`config.mk`:
```
export PLATFORM = sky130hd
export DESIGN_NAME = seq_detect_ctrl_flat
export DESIGN_NICKNAME = d
export VERILOG_FILES = /design/src/rtl/seq_detect_pkg.sv /design/src/rtl/seq_detect_ctrl_if.sv /design/src/rtl/seq_pattern_core.sv /design/src/rtl/seq_detect_ctrl.sv /design/src/flat_wrapper.sv
export SDC_FILE = /design/constraint.sdc
export NUM_CORES = 1
export LEC_CHECK = 0
export CAP_MARGIN = 20
export CORE_ASPECT_RATIO = 0.5
export CORE_MARGIN = 8
export CORE_UTILIZATION = 45
export DETAILED_ROUTE_END_ITERATION = 10
export PLACE_DENSITY_LB_ADDON = 0.15
export SLEW_MARGIN = 20
export SYNTH_ARGS = -nofsm -noshare
export SYNTH_HDL_FRONTEND = slang
export SYNTH_HIERARCHICAL = 1
export SYNTH_SLANG_ARGS = --single-unit
export TNS_END_PERCENT = 50
```
`constraint.sdc`:
```
create_clock -name clk -period 2.37 [get_ports clk]
set_input_delay 0.5925 -clock clk [delete_from_list [all_inputs] [get_ports clk]]
set_output_delay 0.5925 -clock clk [all_outputs]
set_load 0.05 [all_outputs]
```
`src/rtl/seq_detect_pkg.sv`:
```
// Shared types and helpers for the programmable overlapping sequence detector.
// Holds the controller state encoding, the length-width derivation and the config legality rule.
package seq_detect_pkg;

  typedef enum logic [1:0] {
    IDLE,
    ARM,
    RUN,
    DONE
  } state_t;

  function automatic int len_w(input int pat_w);
    return $clog2(pat_w) + 1;
  endfunction

  // A run needs a non-empty pattern that fits the history and a reachable threshold.
  function automatic logic cfg_legal(input int unsigned len, input int unsigned thresh,
                                     input int unsigned pat_w);
    return (len != 0) && (len <= pat_w) && (thresh != 0);
  endfunction

endpackage

```
`src/rtl/seq_detect_ctrl_if.sv`:
```
// Config, control, serial-input and status signals of the sequence detector controller.
// The master side is the CPU/stream driver; the slave side is the controller.
interface seq_detect_ctrl_if
  import seq_detect_pkg::*;
#(
  parameter int PAT_W = 4,
  parameter int CNT_W = 8
);
  localparam int LEN_W = len_w(PAT_W);

  logic             cfg_we;
  logic [PAT_W-1:0] cfg_pattern;
  logic [LEN_W-1:0] cfg_len;
  logic [CNT_W-1:0] cfg_thresh;
  logic             start;
  logic             stop;
  logic             in;
  logic             in_valid;
  logic             irq_clr;
  logic             match;
  logic             busy;
  logic             done;
  logic             cfg_err;
  logic [CNT_W-1:0] match_cnt;
  logic             irq;

  modport master (
    output cfg_we, cfg_pattern, cfg_len, cfg_thresh, start, stop, in, in_valid, irq_clr,
    input  match, busy, done, cfg_err, match_cnt, irq
  );

  modport slave (
    input  cfg_we, cfg_pattern, cfg_len, cfg_thresh, start, stop, in, in_valid, irq_clr,
    output match, busy, done, cfg_err, match_cnt, irq
  );

endinterface

```
`src/rtl/seq_pattern_core.sv`:
```
// Shift history, fill counter and length-masked compare for the sequence detector.
// hit is high for the one cycle after the edge that shifted in a pattern-completing bit.
module seq_pattern_core
  import seq_detect_pkg::*;
#(
  parameter int PAT_W = 4,
  parameter int LEN_W = len_w(PAT_W)
) (
  input  logic             clk,
  input  logic             arst,
  input  logic             clr,
  input  logic             shift_en,
  input  logic             in,
  input  logic [PAT_W-1:0] pattern,
  input  logic [LEN_W-1:0] len,
  output logic             hit
);

  localparam logic [LEN_W-1:0] FULL = LEN_W'(PAT_W);

  logic [PAT_W-1:0] hist_reg;
  logic [PAT_W-1:0] hist_next;
  logic [PAT_W-1:0] mask;
  logic [LEN_W-1:0] fill_reg;
  logic [LEN_W-1:0] fill_next;
  logic             hit_reg;
  logic             cmp_next;

  genvar gi;
  generate
    for (gi = 0; gi < PAT_W; gi++) begin : g_mask
      assign mask[gi] = (len > LEN_W'(gi));
    end
  endgenerate

  assign hist_next = {hist_reg[PAT_W-2:0], in};
  assign fill_next = (fill_reg == FULL) ? fill_reg : fill_reg + 1'b1;
  // Compare against the post-shift history so the hit lands one edge after the completing bit.
  assign cmp_next  = (fill_next >= len) && (((hist_next ^ pattern) & mask) == '0);

  always_ff @(posedge clk or posedge arst) begin
    if (arst) begin
      hist_reg <= '0;
      fill_reg <= '0;
      hit_reg  <= 1'b0;
    end else if (clr) begin
      hist_reg <= '0;
      fill_reg <= '0;
      hit_reg  <= 1'b0;
    end else begin
      hit_reg <= shift_en && cmp_next;
      if (shift_en) begin
        hist_reg <= hist_next;
        fill_reg <= fill_next;
      end
    end
  end

  assign hit = hit_reg;

endmodule

```
`src/rtl/seq_detect_ctrl.sv`:
```
// Run controller for the programmable overlapping sequence detector:
// config registers, IDLE/ARM/RUN/DONE sequencing, match counter and sticky irq.
module seq_detect_ctrl
  import seq_detect_pkg::*;
#(
  parameter int PAT_W = 4,
  parameter int CNT_W = 8
) (
  input logic               clk,
  input logic               arst,
  seq_detect_ctrl_if.slave  bus
);

  localparam int LEN_W = len_w(PAT_W);

  state_t           state_reg;
  state_t           state_next;
  logic [PAT_W-1:0] pattern_reg;
  logic [LEN_W-1:0] len_reg;
  logic [CNT_W-1:0] thresh_reg;
  logic [CNT_W-1:0] cnt_reg;
  logic             match_reg;
  logic             cfg_err_reg;
  logic             cfg_err_next;
  logic             irq_reg;
  logic             cfg_ok;
  logic             hit;
  logic             count_en;
  logic             thresh_hit;
  logic             idle_or_done;

  assign idle_or_done = (state_reg == IDLE) || (state_reg == DONE);
  assign cfg_ok       = cfg_legal(32'(len_reg), 32'(thresh_reg), PAT_W);
  // A pending hit is dropped if stop lands on the edge that would have counted it.
  assign count_en     = (state_reg == RUN) && !bus.stop && hit;
  assign thresh_hit   = count_en && ((cnt_reg + 1'b1) == thresh_reg);

  seq_pattern_core #(
    .PAT_W (PAT_W),
    .LEN_W (LEN_W)
  ) u_core (
    .clk      (clk),
    .arst     (arst),
    .clr      (state_reg == ARM),
    .shift_en ((state_reg == RUN) && bus.in_valid),
    .in       (bus.in),
    .pattern  (pattern_reg),
    .len      (len_reg),
    .hit      (hit)
  );

  always_comb begin
    state_next   = state_reg;
    cfg_err_next = 1'b0;
    case (state_reg)
      IDLE, DONE: begin
        if (bus.start) begin
          if (cfg_ok) state_next = ARM;
          else        cfg_err_next = 1'b1;
        end
      end
      ARM:     state_next = RUN;
      RUN: begin
        if (bus.stop)       state_next = IDLE;
        else if (thresh_hit) state_next = DONE;
      end
      default: state_next = IDLE;
    endcase
  end

  always_ff @(posedge clk or posedge arst) begin
    if (arst) begin
      state_reg   <= IDLE;
      pattern_reg <= '0;
      len_reg     <= '0;
      thresh_reg  <= '0;
      cnt_reg     <= '0;
      match_reg   <= 1'b0;
      cfg_err_reg <= 1'b0;
      irq_reg     <= 1'b0;
    end else begin
      state_reg   <= state_next;
      cfg_err_reg <= cfg_err_next;
      match_reg   <= count_en;
      if (bus.cfg_we && idle_or_done) begin
        pattern_reg <= bus.cfg_pattern;
        len_reg     <= bus.cfg_len;
        thresh_reg  <= bus.cfg_thresh;
      end
      if (state_reg == ARM)  cnt_reg <= '0;
      else if (count_en)     cnt_reg <= cnt_reg + 1'b1;
      if (thresh_hit)        irq_reg <= 1'b1;
      else if (bus.irq_clr)  irq_reg <= 1'b0;
    end
  end

  assign bus.match     = match_reg;
  assign bus.busy      = (state_reg == ARM) || (state_reg == RUN);
  assign bus.done      = (state_reg == DONE);
  assign bus.cfg_err   = cfg_err_reg;
  assign bus.match_cnt = cnt_reg;
  assign bus.irq       = irq_reg;

endmodule
```
`src/flat_wrapper.sv`:
```
// flat-port wrapper written by rule: the top's interface ports become plain ports
module seq_detect_ctrl_flat import seq_detect_pkg::*;
#(
  parameter int PAT_W = 4,
  parameter int CNT_W = 8
)
  (clk, arst, bus_cfg_we, bus_cfg_pattern, bus_cfg_len, bus_cfg_thresh, bus_start, bus_stop, bus_in, bus_in_valid, bus_irq_clr, bus_match, bus_busy, bus_done, bus_cfg_err, bus_match_cnt, bus_irq);
  seq_detect_ctrl_if #(.PAT_W(PAT_W), .CNT_W(CNT_W)) bus_i ();
  input logic clk;
  input logic arst;
  input wire logic [$bits(bus_i.cfg_we)-1:0] bus_cfg_we;
  input wire logic [$bits(bus_i.cfg_pattern)-1:0] bus_cfg_pattern;
  input wire logic [$bits(bus_i.cfg_len)-1:0] bus_cfg_len;
  input wire logic [$bits(bus_i.cfg_thresh)-1:0] bus_cfg_thresh;
  input wire logic [$bits(bus_i.start)-1:0] bus_start;
  input wire logic [$bits(bus_i.stop)-1:0] bus_stop;
  input wire logic [$bits(bus_i.in)-1:0] bus_in;
  input wire logic [$bits(bus_i.in_valid)-1:0] bus_in_valid;
  input wire logic [$bits(bus_i.irq_clr)-1:0] bus_irq_clr;
  output wire logic [$bits(bus_i.match)-1:0] bus_match;
  output wire logic [$bits(bus_i.busy)-1:0] bus_busy;
  output wire logic [$bits(bus_i.done)-1:0] bus_done;
  output wire logic [$bits(bus_i.cfg_err)-1:0] bus_cfg_err;
  output wire logic [$bits(bus_i.match_cnt)-1:0] bus_match_cnt;
  output wire logic [$bits(bus_i.irq)-1:0] bus_irq;
  assign bus_i.cfg_we = bus_cfg_we;
  assign bus_i.cfg_pattern = bus_cfg_pattern;
  assign bus_i.cfg_len = bus_cfg_len;
  assign bus_i.cfg_thresh = bus_cfg_thresh;
  assign bus_i.start = bus_start;
  assign bus_i.stop = bus_stop;
  assign bus_i.in = bus_in;
  assign bus_i.in_valid = bus_in_valid;
  assign bus_i.irq_clr = bus_irq_clr;
  assign bus_match = bus_i.match;
  assign bus_busy = bus_i.busy;
  assign bus_done = bus_i.done;
  assign bus_cfg_err = bus_i.cfg_err;
  assign bus_match_cnt = bus_i.match_cnt;
  assign bus_irq = bus_i.irq;
  seq_detect_ctrl #(.PAT_W(PAT_W), .CNT_W(CNT_W)) u_core (.clk(clk), .arst(arst), .bus(bus_i));
endmodule
```
==> flow_summary.rst <==
.. list-table::
   :header-rows: 1

   * - Metric
     - Value
   * - Wire length of the first global-routing pass
     - 7.16 mm
   * - Final worst clock skew
     - 0.00546 ns
   * - DP Wirelength
     - 3.09 mm
   * - Number of warnings issued by yosys
     - 6
   * - Global-route total usage across every layer
     - 0.129
   * - PostCTS Resize Cnt
     - 0
   * - Die footprint
     - 6910 sq um
   * - Cell type of the slowest stage on the worst timing path
     - sky130_fd_sc_hd__clkdlybuf4s50_1
   * - Maximum operating frequency
     - 0.437 GHz
   * - Htree depth
     - 2
   * - Cell chain of the critical path
     - clkdlybuf4s50_1
   * - Drt via density
     - 5.13
   * - Final Hold Violating Endpoints
     - 0
   * - Final design area excluding fillers
     - 2510 sq um
   * - Area delta synth->final
     - 27.0%
   * - Number of max-slew violations in the final report
     - 0
   * - RD Place Congestion
     - 0.793
   * - Total core area
     - 4320 sq um
   * - Nature of the critical path endpoint
     - output pin
   * - Worst skew pair latency
     - 0.29 ns
   * - Crit Path Category
     - flop to output pin
   * - Count of flip-flops with a built-in enable after synthesis
     - 0
   * - Setup_tns
     - 0 ns
   * - Worst IR drop on VDD
     - 0.542 mV
   * - 1st-iter DRT viols
     - 72
   * - Area of the mapped netlist
     - 1980 sq um
   * - Number of buffers between clock root and the deepest sink
     - 2
   * - Clock transition at the registers of the reported paths
     - 0.07 ns
   * - Hold buffer count at CTS
     - 0
   * - Final net count
     - 260
   * - Port Buffer Count
     - 35
   * - Share of Yosys cell area claimed by the top area cell type
     - 0.442
   * - TritonCTS clock tree
     - done
   * - Cell types occupying the most area after synthesis
     - sky130_fd_sc_hd__dfrtp_1 (44%), sky130_fd_sc_hd__mux2_2 (8.5%), sky130_fd_sc_hd__xnor2_1 (5.7%)
   * - Gr ovfl total
     - 0
   * - Kind of cell adding the most delay to the critical path
     - buffers and inverters
   * - Gate count of the mapped netlist
     - 186
   * - Floorplan die width
     - 110 um
   * - Nature of the critical path startpoint
     - flop
   * - Max-cap violations
     - 0
   * - Actual transition at the worst max-transition pin
     - 0.690 ns
   * - Number of rows created at floorplan
     - 17
   * - Static power due to leakage
     - 1.09 nW
   * - Effective utilization at floorplan
     - 0.459
   * - Netlist cell types
     - 53
   * - Largest net degree at the start of global routing
     - 26
   * - Via count of the first global-routing pass
     - 1498
   * - Arrival time at the worst endpoint
     - 1.69 ns
   * - Total iterations of the first detailed-routing run
     - 4
   * - DRC viols
     - 0
   * - Normalized max-slew margin
     - 0.540
   * - Critical Path RT
     - 1.78 ns
   * - Buf+Inv Stages, Crit Path
     - 1
   * - Share of synthesized area occupied by flip-flops and latches
     - 0.442
   * - I/O pin total
     - 36
   * - Placed standard-cell area
     - 2430 sq um
   * - Root buffer selected by CTS
     - sky130_fd_sc_hd__clkbuf_8
   * - Post-synth net total
     - 218
   * - Wire length reported by the detailed router
     - 4.15 mm
   * - Largest stage delay on the critical path
     - 0.87 ns
   * - RSZ-0062 raised after global routing
     - false
   * - Dominant synthesized flop cell
     - sky130_fd_sc_hd__dfrtp_1
   * - Routed length per placed instance
     - 14.6 um
   * - Fraction of layout instances using a drive strength above 1
     - 0.171
   * - Mean instance size in the synthesized netlist
     - 10.6 sq um
   * - Clock sink count
     - 35
   * - Power density relative to cell area
     - 999 nW/um^2
   * - Final antenna diode count
     - 0
   * - Number of failing setup endpoints in the final timing report
     - 0
   * - Total via count after detailed routing
     - 1462
   * - Run status
     - finished clean
   * - Part of the cycle the worst path needs
     - 0.965
   * - Minimum clock period after layout
     - 2.29 ns
   * - Post-CTS Setup Inserts
     - 0
   * - Classification of the worst-slack hold path
     - input pin to async pin
   * - Share of async-settable or async-resettable flops after synthesis
     - 1.00
   * - Chip Height
     - 62.9 um
   * - Initial antenna violation count
     - 0
   * - Leading area contributor after synthesis
     - sky130_fd_sc_hd__dfrtp_1
   * - Post-synthesis register bit count
     - 35
   * - CTS buffer count
     - 5
   * - DRT antenna net count
     - 0
   * - Max Fanout on Critical Path
     - 10
## synthesized netlist by cell type, types with 2 or more instances
master	n
sky130_fd_sc_hd__a21o_1	2
sky130_fd_sc_hd__inv_1	13
sky130_fd_sc_hd__nor4_1	2
sky130_fd_sc_hd__nor2_1	12
sky130_fd_sc_hd__mux2_2	15
sky130_fd_sc_hd__buf_6	2
sky130_fd_sc_hd__mux2i_1	3
sky130_fd_sc_hd__a21oi_1	6
sky130_fd_sc_hd__nor2b_1	2
sky130_fd_sc_hd__o21ai_0	6
sky130_fd_sc_hd__xor2_1	6
sky130_fd_sc_hd__nand2_1	13
sky130_fd_sc_hd__a211oi_1	3
sky130_fd_sc_hd__a31oi_1	2
sky130_fd_sc_hd__ha_1	9
sky130_fd_sc_hd__dfrtp_1	35
sky130_fd_sc_hd__xnor2_1	13
sky130_fd_sc_hd__nand3_1	4
sky130_fd_sc_hd__and2_1	2
sky130_fd_sc_hd__nor3_1	3
## worst register-to-register path, stage by stage, from the launching register on
cell and delay (ns):
sky130_fd_sc_hd__dfrtp_1 0.43, sky130_fd_sc_hd__ha_1 0.29, sky130_fd_sc_hd__nand3_1 0.21, sky130_fd_sc_hd__or3b_1 0.42, sky130_fd_sc_hd__a211oi_2 0.26, sky130_fd_sc_hd__o211ai_2 0.16, sky130_fd_sc_hd__a21oi_2 0.18, sky130_fd_sc_hd__o22a_1 0.15
## per-stage QoR
step / hold slack [ns] / setup slack (ns) / power (mW) / instances / util
after floorplan: 0.396 / 0.0804 / 1.75 / 186 / -
after global placement: 0.518 / 0.200 / 2.06 / 278 / 0.562
after detailed placement: 0.522 / 0.0833 / 2.10 / 278 / 0.562
after CTS: 0.500 / 0.0592 / 2.56 / 285 / 0.582
after global routing: 0.514 / 0.0123 / 2.70 / 285 / 0.582
final: 0.515 / 0.0833 / 2.51 / 285 / 0.582
## worst paths after layout
| check | startpoint | endpoint | slack [ns] | cells past startpoint |
|---|---|---|---|---|
| max | u_core/bus.match_cnt[4] | bus_match_cnt[4] | 0.08 | 1 |
| min | arst | u_core/pattern_reg[1] | 0.52 | 2 |
| max reg2reg | u_core/bus.match_cnt[1] | u_core/state_reg[0] | 0.22 | 7 |
| min reg2reg | u_core/pattern_reg[2] | u_core/pattern_reg[2] | 0.53 | 1 |
| max in group asynchronous | arst | u_core/thresh_reg[2] | 1.30 | 3 |
| min in group clk | u_core/pattern_reg[2] | u_core/pattern_reg[2] | 0.53 | 1 |
## power breakdown
part	switching, mW	internal, mW
Sequential	0.186	0.777
Combinational	0.529	0.581
Clock	0.210	0.228
## routing by layer
metal,global-route usage,share of wire
met1,0.165,0.48
met2,0.195,0.47
met3,0.0442,0.040
met4,0.0451,0.0087
met5,0,0
## kinds of logic after synthesis
family,Yosys count,synth area share
and+or+nand+nor,50,0.130
DFF,35,0.442
AOI/OAI and AO/OA,34,0.126
xor gates and xnor gates,20,0.0922
buffers and inverters,19,0.0442
muxes,19,0.108
adders and majority gates,9,0.0569
## cells in the final DEF, fill, tap and decap left out, types with 6 or more instances in the layout
cell type                         count
sky130_fd_sc_hd__dfrtp_1             35
sky130_fd_sc_hd__clkdlybuf4s50_1     34
sky130_fd_sc_hd__mux2_2              15
sky130_fd_sc_hd__nand2_1             13
sky130_fd_sc_hd__xnor2_1             13
sky130_fd_sc_hd__inv_1               13
sky130_fd_sc_hd__nor2_1              12
sky130_fd_sc_hd__ha_1                 9
sky130_fd_sc_hd__clkbuf_8             6
sky130_fd_sc_hd__o21ai_0              6
sky130_fd_sc_hd__a21oi_1              6
sky130_fd_sc_hd__xor2_1               6
## cell type report
class                   instances  area, sq um
clock buffers                   6         82.6
flip-flops and latches         35          876
well taps                      57         71.3
fillers                       382         1800
repair buffers                 40          410
clock inverters                 1         5.00
inverters                      14         52.6
multi-input cells             132         1020
Power figures use the tool's default switching activity.
